[src/rtl/agu_queue.sv]
// agu_queue: address generation queue between the reservation station and
// the memory side.
//
// Each accepted memory op has its effective address (vj + a, wrapping
// modulo 2^ADDR_W) computed on entry. The address is stored together with
// the ROB tag and opcode in a small FIFO. Only the head entry is visible
// on the outputs:
//   - A head load is offered to the load buffer and stays stable until
//     that buffer accepts it.
//   - A head store is reported to the ROB for a single cycle and then
//     retires.
// Ops that are not memory ops, including NOP, are accepted and dropped.
//
// Optional feature (macro AGU_MISALIGN_CHECK_EN): misaligned halfword and
// word ops are tagged on entry. At the head, such an op is reported to the
// ROB with agu_rob_misalign_out=1 instead of being issued to the load
// buffer.
//
// Ports:
//   clk_in, rst_in (sync, active-high), rdy_in (global enable)
//   rs_agu_*      : op input from the reservation station (valid/ready)
//   agu_lbuffer_* : load request to the load buffer (valid/ready)
//   agu_rob_*     : store address / fault report to the ROB
//   rob_agu_rst_in: flush
//   agu_count_out : occupancy
`ifndef AddressWidth
`define AddressWidth 32
`endif
`ifndef ROBWidth
`define ROBWidth 5
`endif
`ifndef InstTypeWidth
`define InstTypeWidth 6
`endif
`ifndef NOP
`define NOP 6'd0
`define LB  6'd11
`define LH  6'd12
`define LW  6'd13
`define LBU 6'd14
`define LHU 6'd15
`define SB  6'd16
`define SH  6'd17
`define SW  6'd18
`endif

module agu_queue #(
  parameter int DEPTH  = 4,
  parameter int ADDR_W = `AddressWidth,
  parameter int ROB_W  = `ROBWidth,
  parameter int OP_W   = `InstTypeWidth
) (
  input  logic                       clk_in,
  input  logic                       rst_in,
  input  logic                       rdy_in,
  input  logic                       rs_agu_valid_in,
  output logic                       rs_agu_ready_out,
  input  logic [ADDR_W-1:0]          rs_agu_a_in,
  input  logic [ADDR_W-1:0]          rs_agu_vj_in,
  input  logic [ROB_W-1:0]           rs_agu_dest_in,
  input  logic [OP_W-1:0]            rs_agu_opcode_in,
  output logic                       agu_lbuffer_valid_out,
  input  logic                       lbuffer_agu_ready_in,
  output logic [ADDR_W-1:0]          agu_lbuffer_a_out,
  output logic [ROB_W-1:0]           agu_lbuffer_dest_out,
  output logic [OP_W-1:0]            agu_lbuffer_opcode_out,
  output logic                       agu_rob_en_out,
  output logic [ROB_W-1:0]           agu_rob_h_out,
  output logic [ADDR_W-1:0]          agu_rob_address_out,
  output logic                       agu_rob_misalign_out,
  input  logic                       rob_agu_rst_in,
  output logic [$clog2(DEPTH):0]     agu_count_out
);

  localparam int PTR_W = $clog2(DEPTH);
  localparam logic [PTR_W:0] FULL = PTR_W'(DEPTH) << 0 | (PTR_W+1)'(DEPTH);

  logic [ADDR_W-1:0] addr_q [DEPTH];
  logic [ROB_W-1:0]  dest_q [DEPTH];
  logic [OP_W-1:0]   op_q   [DEPTH];
  logic              mis_q  [DEPTH];
  logic [PTR_W-1:0]  wr_ptr, rd_ptr;
  logic [PTR_W:0]    count;

  function automatic logic is_load(input logic [OP_W-1:0] op);
    return (op >= OP_W'(`LB)) && (op <= OP_W'(`LHU));
  endfunction

  function automatic logic is_store(input logic [OP_W-1:0] op);
    return (op >= OP_W'(`SB)) && (op <= OP_W'(`SW));
  endfunction

  logic [ADDR_W-1:0] enq_addr;
  logic              enq_mis;
  logic              head_load, head_mis, empty, active, push, pop;

  assign enq_addr = rs_agu_vj_in + rs_agu_a_in;

`ifdef AGU_MISALIGN_CHECK_EN
  always_comb begin
    enq_mis = 1'b0;
    if (rs_agu_opcode_in == OP_W'(`LH) || rs_agu_opcode_in == OP_W'(`LHU) ||
        rs_agu_opcode_in == OP_W'(`SH))
      enq_mis = enq_addr[0];
    else if (rs_agu_opcode_in == OP_W'(`LW) || rs_agu_opcode_in == OP_W'(`SW))
      enq_mis = |enq_addr[1:0];
  end
  assign head_mis = mis_q[rd_ptr];
`else
  assign enq_mis  = 1'b0;
  assign head_mis = 1'b0;
`endif

  assign empty     = (count == '0);
  assign head_load = is_load(op_q[rd_ptr]);
  // Outputs may fire only when enabled, not flushing and holding an entry.
  assign active    = rdy_in && !rob_agu_rst_in && !empty;

  assign rs_agu_ready_out      = rdy_in && !rob_agu_rst_in && (count < FULL);
  assign agu_lbuffer_valid_out = active && head_load && !head_mis;
  // Anything at the head that is not a clean load goes to the ROB:
  // stores, and faulting ops when the alignment check is built in.
  assign agu_rob_en_out        = active && !(head_load && !head_mis);
  assign agu_rob_misalign_out  = agu_rob_en_out && head_mis;

  assign agu_lbuffer_a_out      = empty ? '0 : addr_q[rd_ptr];
  assign agu_lbuffer_dest_out   = empty ? '0 : dest_q[rd_ptr];
  assign agu_lbuffer_opcode_out = empty ? '0 : op_q[rd_ptr];
  assign agu_rob_h_out          = empty ? '0 : dest_q[rd_ptr];
  assign agu_rob_address_out    = empty ? '0 : addr_q[rd_ptr];
  assign agu_count_out          = count;

  assign push = rs_agu_valid_in && rs_agu_ready_out &&
                (is_load(rs_agu_opcode_in) || is_store(rs_agu_opcode_in));
  assign pop  = (agu_lbuffer_valid_out && lbuffer_agu_ready_in) || agu_rob_en_out;

  always_ff @(posedge clk_in) begin
    if (rst_in) begin
      wr_ptr <= '0;
      rd_ptr <= '0;
      count  <= '0;
      for (int i = 0; i < DEPTH; i++) begin
        addr_q[i] <= '0;
        dest_q[i] <= '0;
        op_q[i]   <= '0;
        mis_q[i]  <= 1'b0;
      end
    end else if (rdy_in) begin
      if (rob_agu_rst_in) begin
        wr_ptr <= '0;
        rd_ptr <= '0;
        count  <= '0;
      end else begin
        if (push) begin
          addr_q[wr_ptr] <= enq_addr;
          dest_q[wr_ptr] <= rs_agu_dest_in;
          op_q[wr_ptr]   <= rs_agu_opcode_in;
          mis_q[wr_ptr]  <= enq_mis;
          wr_ptr         <= wr_ptr + 1'b1;
        end
        if (pop) rd_ptr <= rd_ptr + 1'b1;
        case ({push, pop})
          2'b10:   count <= count + 1'b1;
          2'b01:   count <= count - 1'b1;
          default: count <= count;
        endcase
      end
    end
  end

endmodule

[config.mk]
export PLATFORM = sky130hd
export DESIGN_NAME = agu_queue
export DESIGN_NICKNAME = d
export VERILOG_FILES = /design/src/rtl/agu_queue.sv
export SDC_FILE = /design/constraint.sdc
export NUM_CORES = 1
export LEC_CHECK = 0
export BUFFER_PORTS_ARGS = -buffer_cell sky130_fd_sc_hd__buf_2
export CAP_MARGIN = 20
export CORE_MARGIN = 1
export CORE_UTILIZATION = 45
export DETAILED_ROUTE_END_ITERATION = 8
export PLACE_DENSITY_LB_ADDON = 0.3
export REMOVE_ABC_BUFFERS = 1
export SKIP_LAST_GASP = 1
export SYNTH_ARGS = -nofsm -noshare
export SYNTH_HDL_FRONTEND = slang
export SYNTH_SLANG_ARGS = --single-unit
[constraint.sdc]
create_clock -name clk_in -period 6.3 [get_ports clk_in]
set_input_delay 0.315 -clock clk_in [delete_from_list [all_inputs] [get_ports clk_in]]
set_output_delay 0.315 -clock clk_in [all_outputs]
set_load 0.02 [all_outputs]
# Yosys cells after proc, flatten, opt, wreduce, memory -nomap -nowiden
# Memory sizes are Yosys's and may differ from the RTL's. A register that Yosys moved wholly into a read port is not among the register bits.
# Index checks and enable logic that the tools add are counted.
[totals]
regBits = 7
ramBits = 172
in_bits = 81
output_inout_bits = 87
wordCells = 77
mem_count = 3
[mem_list]
columns = ["name", "words", "word_bits", "read_ports", "rd_ports_with_merged_regs", "wr", "line", "text"]
rows = [
  ["addr_q", 4, 32, 1, 1, 4, "78", "logic [ADDR_W-1:0] addr_q [DEPTH];"],
  ["op_q", 4, 6, 1, 1, 4, "80", "logic [OP_W-1:0] op_q [DEPTH];"],
  ["dest_q", 4, 5, 1, 1, 4, "79", "logic [ROB_W-1:0] dest_q [DEPTH];"],
]
[classes]
add_sub_neg = 5
n_lt_le_gt_ge = 7
n_eq_ne = 2
muxes = 31
reduce_logical = 26
[ops]
columns = ["operator", "count"]
rows = [
  ["2-to-1 mux 32 bit", 2],
  ["adder 32 bit", 1],
  ["OR reduction 32 bit", 1],
  ["2-to-1 mux 2 bit", 13],
  [">= comparator 6 x 4 -> 1 bit (second input constant)", 2],
  ["less-or-equal comparator 6 x 4 -> 1 bit (second input constant)", 2],
  ["2-to-1 mux 6 bit", 2],
  ["logical AND 1 bit", 11],
  ["2-to-1 mux 1 bit", 10],
  ["2-to-1 mux 5 bit", 2],
  [">= comparator 6 x 5 -> 1 bit (second input constant)", 1],
  ["less-or-equal comparator 6 x 5 -> 1 bit (second input constant)", 1],
  ["one-hot mux 3 bit (2 select lines)", 1],
  ["AND reduction 2 bit", 3],
  ["OR reduction 6 bit", 1],
  ["OR reduction 5 bit", 1],
  ["adder 2 x 1 -> 2 bit (second input constant)", 2],
  ["nonzero test 2 bit", 2],
  ["adder 3 x 1 -> 3 bit (second input constant)", 1],
  ["zero test 1 bit", 3],
  ["zero test 3 bit", 1],
  ["less-than comparator 3 bit (second input constant)", 1],
  ["2-to-1 mux 3 bit", 1],
  ["nonzero test 3 bit", 1],
  ["other kinds (4)", 5],
]

# Logic depth before layout (Yosys ltp)
[logic_depth]
depth_word = 12
depth_mapped = 11
mapped_depth_nobuf = 10

# Worst setup path after synthesis
# OpenSTA, ideal clock, no wires.
[synth_path]
path_type = "register -> register"
start = "register count[2], in the netlist agu_count_out[2]"
end = "memory addr_q[0][0] in the netlist's numbering (enable)"
setup_ns = 0.401
t_arrival_ns = 3.016
required_ns = 5.899
slack_ns = 2.882
path_stages_with_launch = 9
n_path_buf = 3
synth_period_minus_slack_ns = 3.418
cell_sequence = "dfxtp_1 -> nor3b_1 -> and4bb_1 -> buf_2 -> nand2_1 -> or2_1 -> buf_2 -> buf_2 -> nand2_1"
[synth_lines]
columns = ["item", "line", "text"]
rows = [
  ["start, declared", "83", "logic [PTR_W:0] count;"],
  ["start signal, assigned", "163", "2'b10: count <= count + 1'b1;"],
  ["start signal, assigned", "164", "2'b01: count <= count - 1'b1;"],
  ["start signal, assigned", "165", "default: count <= count;"],
  ["end, declared", "78", ""],
]

==> impl_metrics.tcl <==
set metrics [dict create \
    status "finished clean" \
    clk_latency_ns 0.43 \
    path_class "reg2reg" \
    wl_met3_um 1140 \
    crit_path_start "agu_count_out[2]" \
    finalMaxSlewViolations 0 \
    syn_area_um2 9980 \
    core_um2 21800 \
    cts.sinks 181 \
    diodes 0 \
    synth_top_area_share 0.517 \
    grt_pass1_wl_um 34100 \
    portBuffers 166 \
    finClkSkew_ns 0.00645 \
    viasPerCell 5.37 \
    fill_cells 1921 \
    regArea_um2 5350 \
    cts_tree "yes" \
    setup_tns_ns 0 \
    cts_htree_levels 4 \
    yosysWarnings 0 \
    cts_setup_buffers 0 \
    avgRoutedWirePerCell_um 17.6 \
    drc 0 \
    leakagePower_nw 4.66 \
    multi_input_area_um2 4100 \
    path_cells "nor3b_1 > and4bb_1 > nand2_1 > buf_4 > or2_1 > buf_4 > nand2_2 > buf_4" \
    crit_path_end_kind "flop" \
    grt_pass1_vias 6394 \
    async_reset_ff_frac 0 \
    r2r-end "addr_q[2][15]" \
    ios 168 \
    pre_cts_ws_ns 2.60 \
    hold_viol 0 \
    slowest_stage "and4bb_1" \
    cp_data_arrival_time_ns 3.45 \
    rows 54 \
    worst_slew_margin_rel 0.345 \
    setup_viol_count_final 0 \
    syn_area_per_cell_um2 12.0 \
    worst_pin_slew_ns 0.979 \
    gp_congestion 0.819 \
    drtPass1Iterations 5 \
    yosysMostFrequentCell "edfxtp_1" \
    hp-class "in2reg" \
    final.setup.worst_slack_ns 2.95 \
    die_w_um 151 \
    dp.cells 1210 \
    final_util 0.523 \
    grt_max_degree 46 \
    dieArea_um2 22800 \
    synth_seq_cells 181 \
    start_kind "flop" \
    track_usage 0.202 \
    synth_top_cell_by_area "edfxtp_1" \
    cp_max_fo 33 \
    worstRegToRegCells 8 \
    dr_total_vias 6664 \
    yosys-top-cells-area "edfxtp_1 (52%), mux4_2 (9.7%), nor2_1 (5.8%)" \
    r2r_setup_slack_ns 2.95 \
    ys_seq_area_frac 0.536 \
    cts_buffer_depth 2 \
    cts_root_buffer "clkbuf_16" \
    ant_nets 0 \
    synth_cell_types 66 \
    critPathRequiredTime_ns 6.40 \
    pwr_density_cell_nw_per_um2 245 \
    drive_above_1_share 0.287 \
    endpoint "addr_q[2][15]" \
    maxCapViolCount 0 \
    die_y_um 151 \
    syn2layout_area_growth_pct 14.0 \
    peakVddDrop_mv 0.158 \
    wl_met1_um 9350 \
    drtIter0Drc 462 \
    rsz0062_at_grt "false" \
    nets 1064 \
    numCtsBuffers 17 \
    fin_crit_sh 0.531 \
    path_clk_slew_ns 0.06 \
    synthCells 835 \
    fin_cells 1242 \
    synth_flop_cell "edfxtp_1" \
    crit_top_cell "buf_4" \
    overflow 0 \
    min_period_ns 3.35 \
    dp_hpwl_um 15100 \
    cts_hold_buf 0 \
    route.met2.wl_um 11100 \
    start_util 0.459 \
    cp_slowest_stage_delay_ns 0.60 \
    netlist_top_cells_count "edfxtp_1 (172), nor2_1 (154), nor2b_1 (47), mux4_2 (43), nand2_1 (41)" \
    synth_edf_count 172 \
    r2r_start "agu_count_out[2]" \
    antenna_found_initial 0 \
    fmax_mhz 299 \
    highest_layer "met4" \
    wl_um 21900 \
    cts_resized 0 \
]
==> critical path: cells and delay by family, from the launching register on <==
family,cells,cell delay [ns]
simple gates,5,1.68
flops,1,0.35
buf+inv,3,0.96
==> sequential cells by signal, indices dropped and copies added (netlist names), named ones only <==
name           flops
addr_q           128
op_q              24
dest_q            20
wr_ptr             2
rd_ptr             2
agu_count_out      3
==> worst min-delay path by stage <==
stage	from	endpoint	slack [ns]	cells after the start
after global routing	rst_in	wr_ptr[0]	0.17	2
after global placement	rd_ptr[1]	flop	0.46	1
final	rst_in	wr_ptr[0]	0.16	2
after detailed placement	rd_ptr[1]	flop	0.46	1
after floorplan	rst_in	agu_count_out[2]	0.39	1
after CTS	rst_in	agu_count_out[2]	0.15	2
==> cells in the final DEF (no fill, tap or decap), types with 3 or more instances in the layout <==
cell / synthesis / routed
o21a_1: 4 / 4
nand3_1: 6 / 6
nand2_1: 41 / 37
nor3b_1: 4 / 4
a21o_1: 12 / 12
nand4_1: 9 / 9
a31oi_1: 5 / 5
ha_1: 31 / 31
inv_1: 17 / 17
o21ai_0: 17 / 17
nand2_2: 0 / 4
o21ai_1: 4 / 4
xor2_1: 13 / 13
a31oi_2: 3 / 3
mux4_2: 43 / 43
nor2b_1: 47 / 47
clkbuf_16: 0 / 17
nand2b_1: 5 / 5
edfxtp_1: 172 / 172
and2_1: 26 / 26
dfxtp_1: 9 / 7
conb_1: 1 / 5
xnor2_1: 17 / 17
bufinv_16: 0 / 3
buf_4: 38 / 8
nor3_2: 2 / 3
o211ai_1: 5 / 5
and3_1: 12 / 12
nor2_1: 154 / 154
buf_2: 20 / 166
or2_1: 4 / 4
nor3_1: 10 / 9
a21oi_1: 40 / 40
==> layout make-up <==
class | count | area share
flip-flops and latches | 181 | 0.470
multi-input cells | 557 | 0.361
repair buffers | 176 | 0.0814
clock buffers | 18 | 0.0377
well taps | 280 | 0.0308
clock inverters | 13 | 0.0139
inverters | 17 | 0.00561
==> power by group <==
group	switching, mW	leakage [nW]	internal [mW]	total (mW)
registers	0.0127	1.83	1.36	1.37
clock network	0.441	0.282	0.620	1.06
logic	0.227	2.54	0.133	0.360
total	0.681	4.66	2.11	2.79
==> through the flow <==
stage               hold slack [ns]  area, um2  total power, mW
floorplan                     0.387       9500             1.63
global placement              0.457      10800             1.75
detailed placement            0.461      10800             1.75
CTS                           0.154      11400             2.80
global route                  0.173      11400             2.89
finish                        0.156      11400             2.79
==> cell families after synthesis <==
| kind of cell | Yosys count | synth area share |
|---|---|---|
| AO/OA/AOI/OAI | 112 | 0.0770 |
| buffers and inverters | 101 | 0.0563 |
| adder cells (fa/ha/maj) | 33 | 0.0429 |
| flip-flops | 181 | 0.536 |
| XOR/XNOR | 31 | 0.0280 |
| multiplexers | 43 | 0.0970 |
| AND/OR/NAND/NOR | 333 | 0.163 |
| other | 1 | 0.000376 |
==> per-layer routing <==
layer | up-vias | GRT usage
met1 | 3226 | 0.266
met2 | 201 | 0.345
li1 | 3215 | -
met4 | 0 | 0.0570
met3 | 22 | 0.0316
met5 | - | 0
Power figures use the tool's default switching activity.
